--- config.mk ---
export PLATFORM = sky130hd
export DESIGN_NAME = uart_tx_arbiter
export DESIGN_NICKNAME = d
export VERILOG_FILES = /design/src/rtl/uart_pkg.sv /design/src/rtl/rr_priority_select.sv /design/src/rtl/uart_tx_arbiter.sv
export SDC_FILE = /design/constraint.sdc
export NUM_CORES = 1
export LEC_CHECK = 0
export BUFFER_PORTS_ARGS = -buffer_cell sky130_fd_sc_hd__buf_2
export CAP_MARGIN = 0
export CORE_MARGIN = 2
export CORE_UTILIZATION = 40
export DETAILED_ROUTE_END_ITERATION = 16
export GPL_TIMING_DRIVEN = 0
export PLACE_DENSITY_LB_ADDON = 0.3
export RECOVER_POWER = 100
export SYNTH_ARGS = -nofsm -noshare
export SYNTH_HDL_FRONTEND = slang
export SYNTH_SLANG_ARGS = --single-unit
--- constraint.sdc ---
create_clock -name clk -period 5.6 [get_ports clk]
set_input_delay 0.84 -clock clk [delete_from_list [all_inputs] [get_ports clk]]
set_output_delay 0.84 -clock clk [all_outputs]
set_load 0.05 [all_outputs]
--- src/rtl/uart_pkg.sv ---
// Shared types and helpers for the UART transmit arbiter.
package uart_pkg;

   typedef enum logic [0:0] {
      STATE_IDLE  = 1'b0,
      STATE_GRANT = 1'b1
   } arb_state_e;

   // Burst counter must represent 0..MAX_BURST; unlimited bursts still need one bit.
   function automatic int burst_cnt_width(input int max_burst);
      int w;
      w = $clog2(max_burst + 1);
      return (w < 1) ? 1 : w;
   endfunction

endpackage

--- src/rtl/rr_priority_select.sv ---
// Combinational round-robin pick: first requester at or after ptr_i, wrapping at NUM_PORTS.
module rr_priority_select #(
   parameter int NUM_PORTS = 4
) (
   input  logic [NUM_PORTS-1:0]         req_i,
   input  logic [$clog2(NUM_PORTS)-1:0] ptr_i,
   output logic [NUM_PORTS-1:0]         gnt_o,
   output logic                         any_req_o
);

   localparam int PW = $clog2(NUM_PORTS);

   logic [PW:0] idx_s;
   logic        found_s;

   // Scan from the pointer with modulo wrap so non-power-of-two port counts work.
   always_comb begin
      gnt_o   = '0;
      found_s = 1'b0;
      idx_s   = '0;
      for (int i = 0; i < NUM_PORTS; i++) begin
         idx_s = {1'b0, ptr_i} + (PW+1)'(i);
         if (idx_s >= (PW+1)'(NUM_PORTS)) begin
            idx_s = idx_s - (PW+1)'(NUM_PORTS);
         end else begin
            idx_s = idx_s;
         end
         if (!found_s && req_i[idx_s[PW-1:0]]) begin
            gnt_o[idx_s[PW-1:0]] = 1'b1;
            found_s              = 1'b1;
         end else begin
            found_s = found_s;
         end
      end
   end

   assign any_req_o = |req_i;

endmodule

--- src/rtl/uart_tx_arbiter.sv ---
// Round-robin arbiter sharing one UART transmitter among NUM_PORTS AXI-Stream sources,
// with zero-latency pass-through of the granted stream.
module uart_tx_arbiter
   import uart_pkg::*;
#(
   parameter int NUM_PORTS  = 4,
   parameter int WORD_WIDTH = 8,
   parameter int MAX_BURST  = 16
) (
   input  logic                            clk,
   input  logic                            rst,
   input  logic [NUM_PORTS*WORD_WIDTH-1:0] din_axis_tdata,
   input  logic [NUM_PORTS-1:0]            din_axis_tvalid,
   input  logic [NUM_PORTS-1:0]            din_axis_tlast,
   output logic [NUM_PORTS-1:0]            din_axis_tready,
   output logic [WORD_WIDTH-1:0]           dout_axis_tdata,
   output logic                            dout_axis_tvalid,
   input  logic                            dout_axis_tready,
   output logic [NUM_PORTS-1:0]            grant,
   output logic                            busy
);

   localparam int PW = $clog2(NUM_PORTS);
   localparam int CW = burst_cnt_width(MAX_BURST);

   arb_state_e           state_q, state_d;
   logic [NUM_PORTS-1:0] grant_q, grant_d;
   logic [PW-1:0]        owner_q, owner_d;
   logic [PW-1:0]        last_owner_q, last_owner_d;
   logic [CW-1:0]        cnt_q, cnt_d;

   logic [PW-1:0]         ptr_s, sel_idx_s;
   logic [NUM_PORTS-1:0]  sel_gnt_s;
   logic                  any_req_s;
   logic [WORD_WIDTH-1:0] own_data_s;
   logic                  own_valid_s, own_last_s;
   logic                  xfer_s, burst_hit_s, release_s;

   assign ptr_s = (last_owner_q == PW'(NUM_PORTS-1)) ? '0 : last_owner_q + PW'(1);

   rr_priority_select #(.NUM_PORTS(NUM_PORTS)) u_rr_sel (
      .req_i    (din_axis_tvalid),
      .ptr_i    (ptr_s),
      .gnt_o    (sel_gnt_s),
      .any_req_o(any_req_s)
   );

   // One-hot to index; the select output has at most one bit set.
   always_comb begin
      sel_idx_s = '0;
      for (int i = 0; i < NUM_PORTS; i++) begin
         sel_idx_s = sel_idx_s | (sel_gnt_s[i] ? PW'(i) : '0);
      end
   end

   assign own_data_s  = din_axis_tdata[owner_q*WORD_WIDTH +: WORD_WIDTH];
   assign own_valid_s = din_axis_tvalid[owner_q];
   assign own_last_s  = din_axis_tlast[owner_q];
   assign xfer_s      = (state_q == STATE_GRANT) && own_valid_s && dout_axis_tready;
   assign burst_hit_s = (MAX_BURST != 0) &&
                        (({1'b0, cnt_q} + (CW+1)'(1)) == (CW+1)'(MAX_BURST));
   assign release_s   = xfer_s && (own_last_s || burst_hit_s);

   // State register; reset leaves the pointer so port 0 is searched first.
   always_ff @(posedge clk or negedge rst) begin
      if (!rst) begin
         state_q      <= STATE_IDLE;
         grant_q      <= '0;
         owner_q      <= '0;
         last_owner_q <= PW'(NUM_PORTS-1);
         cnt_q        <= '0;
      end else begin
         state_q      <= state_d;
         grant_q      <= grant_d;
         owner_q      <= owner_d;
         last_owner_q <= last_owner_d;
         cnt_q        <= cnt_d;
      end
   end

   // Next-state logic.
   always_comb begin
      state_d      = state_q;
      grant_d      = grant_q;
      owner_d      = owner_q;
      last_owner_d = last_owner_q;
      cnt_d        = cnt_q;
      case (state_q)
         STATE_IDLE: begin
            if (any_req_s) begin
               state_d = STATE_GRANT;
               grant_d = sel_gnt_s;
               owner_d = sel_idx_s;
               cnt_d   = '0;
            end else begin
               state_d = STATE_IDLE;
            end
         end
         STATE_GRANT: begin
            if (release_s) begin
               state_d      = STATE_IDLE;
               grant_d      = '0;
               last_owner_d = owner_q;
               cnt_d        = '0;
            end else if (xfer_s) begin
               cnt_d = cnt_q + CW'(1);
            end else begin
               cnt_d = cnt_q;
            end
         end
         default: begin
            state_d = STATE_IDLE;
            grant_d = '0;
            cnt_d   = '0;
         end
      endcase
   end

   // Outputs come straight from state so reset silences the bus without a clock edge.
   always_comb begin
      dout_axis_tdata  = '0;
      dout_axis_tvalid = 1'b0;
      din_axis_tready  = '0;
      if (state_q == STATE_GRANT) begin
         dout_axis_tdata  = own_data_s;
         dout_axis_tvalid = own_valid_s;
         din_axis_tready  = grant_q & {NUM_PORTS{dout_axis_tready}};
      end else begin
         dout_axis_tdata  = '0;
         dout_axis_tvalid = 1'b0;
         din_axis_tready  = '0;
      end
   end

   assign grant = grant_q;
   assign busy  = (state_q == STATE_GRANT);

endmodule

==> flow_metrics.env <==
export IMPL_status="complete, no violations"
export IMPL_path_clk_slew_ps=90
export IMPL_initial_core_util_pct=41.73
export IMPL_skew_ps=3.536
export IMPL_grt_start_max_net_pins=15
export IMPL_maxSlewHeadroom_pct=47.64
export IMPL_worstPathMaxFanout=10
export IMPL_area_growth_pct=23.90
export IMPL_period_minus_slack_ps=3238
export IMPL_endpoint_kind="flip-flop"
export IMPL_layout_drive_gt1_share_pct=31.84
export IMPL_grt_overflow=0
export IMPL_fmax_ghz=0.3088
export IMPL_drc=0
export IMPL_hold_depth=2
export IMPL_yosys_warnings=0
export IMPL_rr_startpoint="last_owner_q[0]$_DFFE_PN1P_"
export IMPL_syn_inst=139
export IMPL_totalWireLength_mm=3.465
export IMPL_cp_slowest_cell="a2111oi_0"
export IMPL_cts_tree="built"
export IMPL_finalInstanceArea_mm2=0.001725
export IMPL_reg2reg_depth=8
export IMPL_grt_pass1_vias=1312
export IMPL_power_density_mw_per_mm2=571.2
export IMPL_critical_path_cell_chain="clkbuf_1 > inv_1 > ha_1 > and3b_1 > a211oi_1 > nor3_4 > a2111oi_0 > a21oi_1"
export IMPL_crit_family="compound AO/OA/AOI/OAI gates"
export IMPL_drt_iter0_markers=45
export IMPL_synth_simple_area_share_pct=21.74
export IMPL_wl_per_cell_um=14.03
export IMPL_report_final_slew_viol_count=0
export IMPL_dpl_cell_area_mm2=0.001740
export IMPL_min_to="grant[0]$_DFFE_PN0P_"
export IMPL_synth_xor_area_share_pct=1.887
export IMPL_synth_nets=188
export IMPL_final_nets=251
export IMPL_fill_cells=352
export IMPL_vias=1344
export IMPL_grt_pass1_wl_mm=6.244
export IMPL_ys_top_cells_by_count="12 x and2_1, 12 x dfrtp_1, 11 x nand2_1"
export IMPL_switchingPower_mw=0.5551
export IMPL_io_buffers=58
export IMPL_synth_top_family_by_area="multiplexers"
export IMPL_ff2ff_setup_slack_ps=2360
export IMPL_drt_pass1_iterations=4
export IMPL_dp_hpwl_mm=2.759
export IMPL_post_cts_setup_buffers=0
export IMPL_seq_area_frac_synth_pct=25.34
export IMPL_drv_cap=0
export IMPL_cts_sinks=14
export IMPL_core_area_mm2=0.003337
export IMPL_ios=61
export IMPL_cts_resized=0
export IMPL_pwr_share_comb_pct=74.2
export IMPL_critical_path_arrival_ps=3380
export IMPL_synth_top_area_share_pct=21.56
export IMPL_worst_slew_pin_slew_ps=785.4
export IMPL_multi_input_area_um2=950.9
export IMPL_max_vdd_ir_drop_uv=208.2
export IMPL_critPathLaunch="last_owner_q[0]$_DFFE_PN1P_"
export IMPL_power_total_mw=0.9856
export IMPL_hold_path_startpoint="grant[0]$_DFFE_PN0P_"
export IMPL_pwr_share_clk_pct=7.7
export IMPL_hp_class="flip-flop to flip-flop"
export IMPL_synthArstFlopShare_pct=100.0
export IMPL_synth_compound_area_share_pct=17.25
export IMPL_die_x_um=63.01
export IMPL_period_share_pct=57.82
export IMPL_synth_distinct_cells=44
export IMPL_required_ps=5740
export IMPL_dieHeight_um=63.01
export IMPL_synth_top_area_cell="dfrtp_1"
export IMPL_h_tree_depth=1
export IMPL_dieArea_mm2=0.003970
export IMPL_antenna_found_initial=0
export IMPL_grt_usage_pct=19.27
export IMPL_synth_edf_count=0
export IMPL_synthAdderAreaFrac_pct=5.391
export IMPL_holdBufCountCts=0
export IMPL_synthTopCellsByArea="dfrtp_1 22%, mux4_2 16%, and2_1 5.4%"
export IMPL_routabilityCongestion=0.7957
export IMPL_p_sw_share_pct=56.32
export IMPL_crit_buf_inv=2
export IMPL_start_kind="flip-flop"
export IMPL_power_frac_seq_pct=18.1
export IMPL_leakage_nw=0.7654
export IMPL_numCtsBuffers=3
export IMPL_avgSynthCellArea_um2=10.02
export IMPL_setup_violations=0
export IMPL_netlist_area_mm2=0.001393
export IMPL_post_drt_via_cell_ratio=5.441
export IMPL_finalHoldViolations=0
export IMPL_synth_ff_latch_count=14
export IMPL_synthMuxAreaShare_pct=23.36
export IMPL_worst_skew_pair_late_latency_ps=280
export IMPL_ys_dominant_reg_cell="dfrtp_1"
export IMPL_path_class="flip-flop to flip-flop"
export IMPL_rows=21
export IMPL_reg2reg_to="owner_q[1]$_DFFE_PN0P_"
export IMPL_max_stage_delay_ps=650
export IMPL_clock_path_buffers=2
export IMPL_grt_setup_unrepaired="no"
export IMPL_postRouteAntennaNets=0
export IMPL_tns_ps=0
export IMPL_power_internal_mw=0.4305
export IMPL_antennaDiodeCount=0
export IMPL_clock_root_buffer="clkbuf_4"
export IMPL_final_seq_area_um2=352.8
layout by cell type (no fill, tap or decap), types with 2 or more instances in the layout:
master,n
mux2_4,2
nor4b_1,2
o31ai_1,2
o22ai_1,2
nor2_1,10
nor2b_1,2
clkbuf_1,24
a221oi_1,2
xor2_1,2
a31oi_1,2
inv_1,7
a21oi_1,7
buf_2,40
and2_1,11
and3_1,4
mux4_2,10
nor3_1,3
nand2_1,11
mux2_2,2
clkbuf_4,3
a32o_1,2
o21ai_0,4
dfrtp_1,12
ha_1,6
nand3_1,2
and3b_1,3
a211oi_1,2
routing by layer:
metal  global-route usage (%)  routed length, um
met1                    25.20               1557
met5                        0                  0
met2                    32.71               1730
met3                    2.342                138
met4                    6.667                 38
through the flow:
| step | utilization [%] | worst slack, ps | std cells | hold WS [ps] |
|---|---|---|---|---|
| after CTS | 53.24 | 2807 | 247 | 446.3 |
| after global routing | 51.71 | 2028 | 247 | 598.5 |
| after floorplan | - | 2940 | 139 | 510.0 |
| after global placement | 52.16 | 2829 | 243 | 544.8 |
| after detailed placement | 52.16 | 2837 | 243 | 544.4 |
| final | 51.71 | 2362 | 247 | 560.0 |
power groups by stage:
stage                     registers (mW)  logic [mW]  clock network, mW
after floorplan                    0.216       0.587                  0
after global placement             0.181       0.768                  0
after detailed placement           0.182       0.773                  0
after CTS                          0.181       0.775             0.0768
after global routing               0.187       0.801             0.0813
final                              0.179       0.732             0.0754
cells by family (layout without fill, tap and decap cells):
| kind of cell | after synthesis | in the layout |
|---|---|---|
| AOI/OAI and AO/OA | 32 | 32 |
| xor gates and xnor gates | 3 | 3 |
| adders and majority gates | 6 | 6 |
| buffers and inverters | 14 | 76 |
| DFF | 14 | 14 |
| muxes | 17 | 17 |
| and+or+nand+nor | 53 | 53 |
registers in the layout (all words and copies together), names as in the netlist:
register      cells
busy              1
cnt_q             5
grant             4
last_owner_q      2
owner_q           2
worst max path at each step:
stage | to | slack (ps) | cells past startpoint
detailed placement | dout_axis_tvalid | 2840 | 4
global route | owner_q[1]$_DFFE_PN0P_ | 2030 | 8
CTS | dout_axis_tdata[5] | 2810 | 4
finish | owner_q[1]$_DFFE_PN0P_ | 2360 | 8
floorplan | dout_axis_tvalid | 2940 | 3
global placement | dout_axis_tvalid | 2830 | 4
worst min-delay path: cells and delay by family (launching register included):
kind / cells / cell delay [ps]
compound gates: 1 / 60
buf+inv: 1 / 60
flops: 1 / 400
layout make-up:
cell class | count | area share [%]
multi-input cells | 111 | 55.11
flip-flops and latches | 14 | 20.45
repair buffers | 58 | 15.52
well taps | 46 | 3.336
clock buffers | 4 | 2.103
plain buffers | 7 | 1.958
inverters | 7 | 1.523
Note: power is estimated with default switching activity, not from simulation.
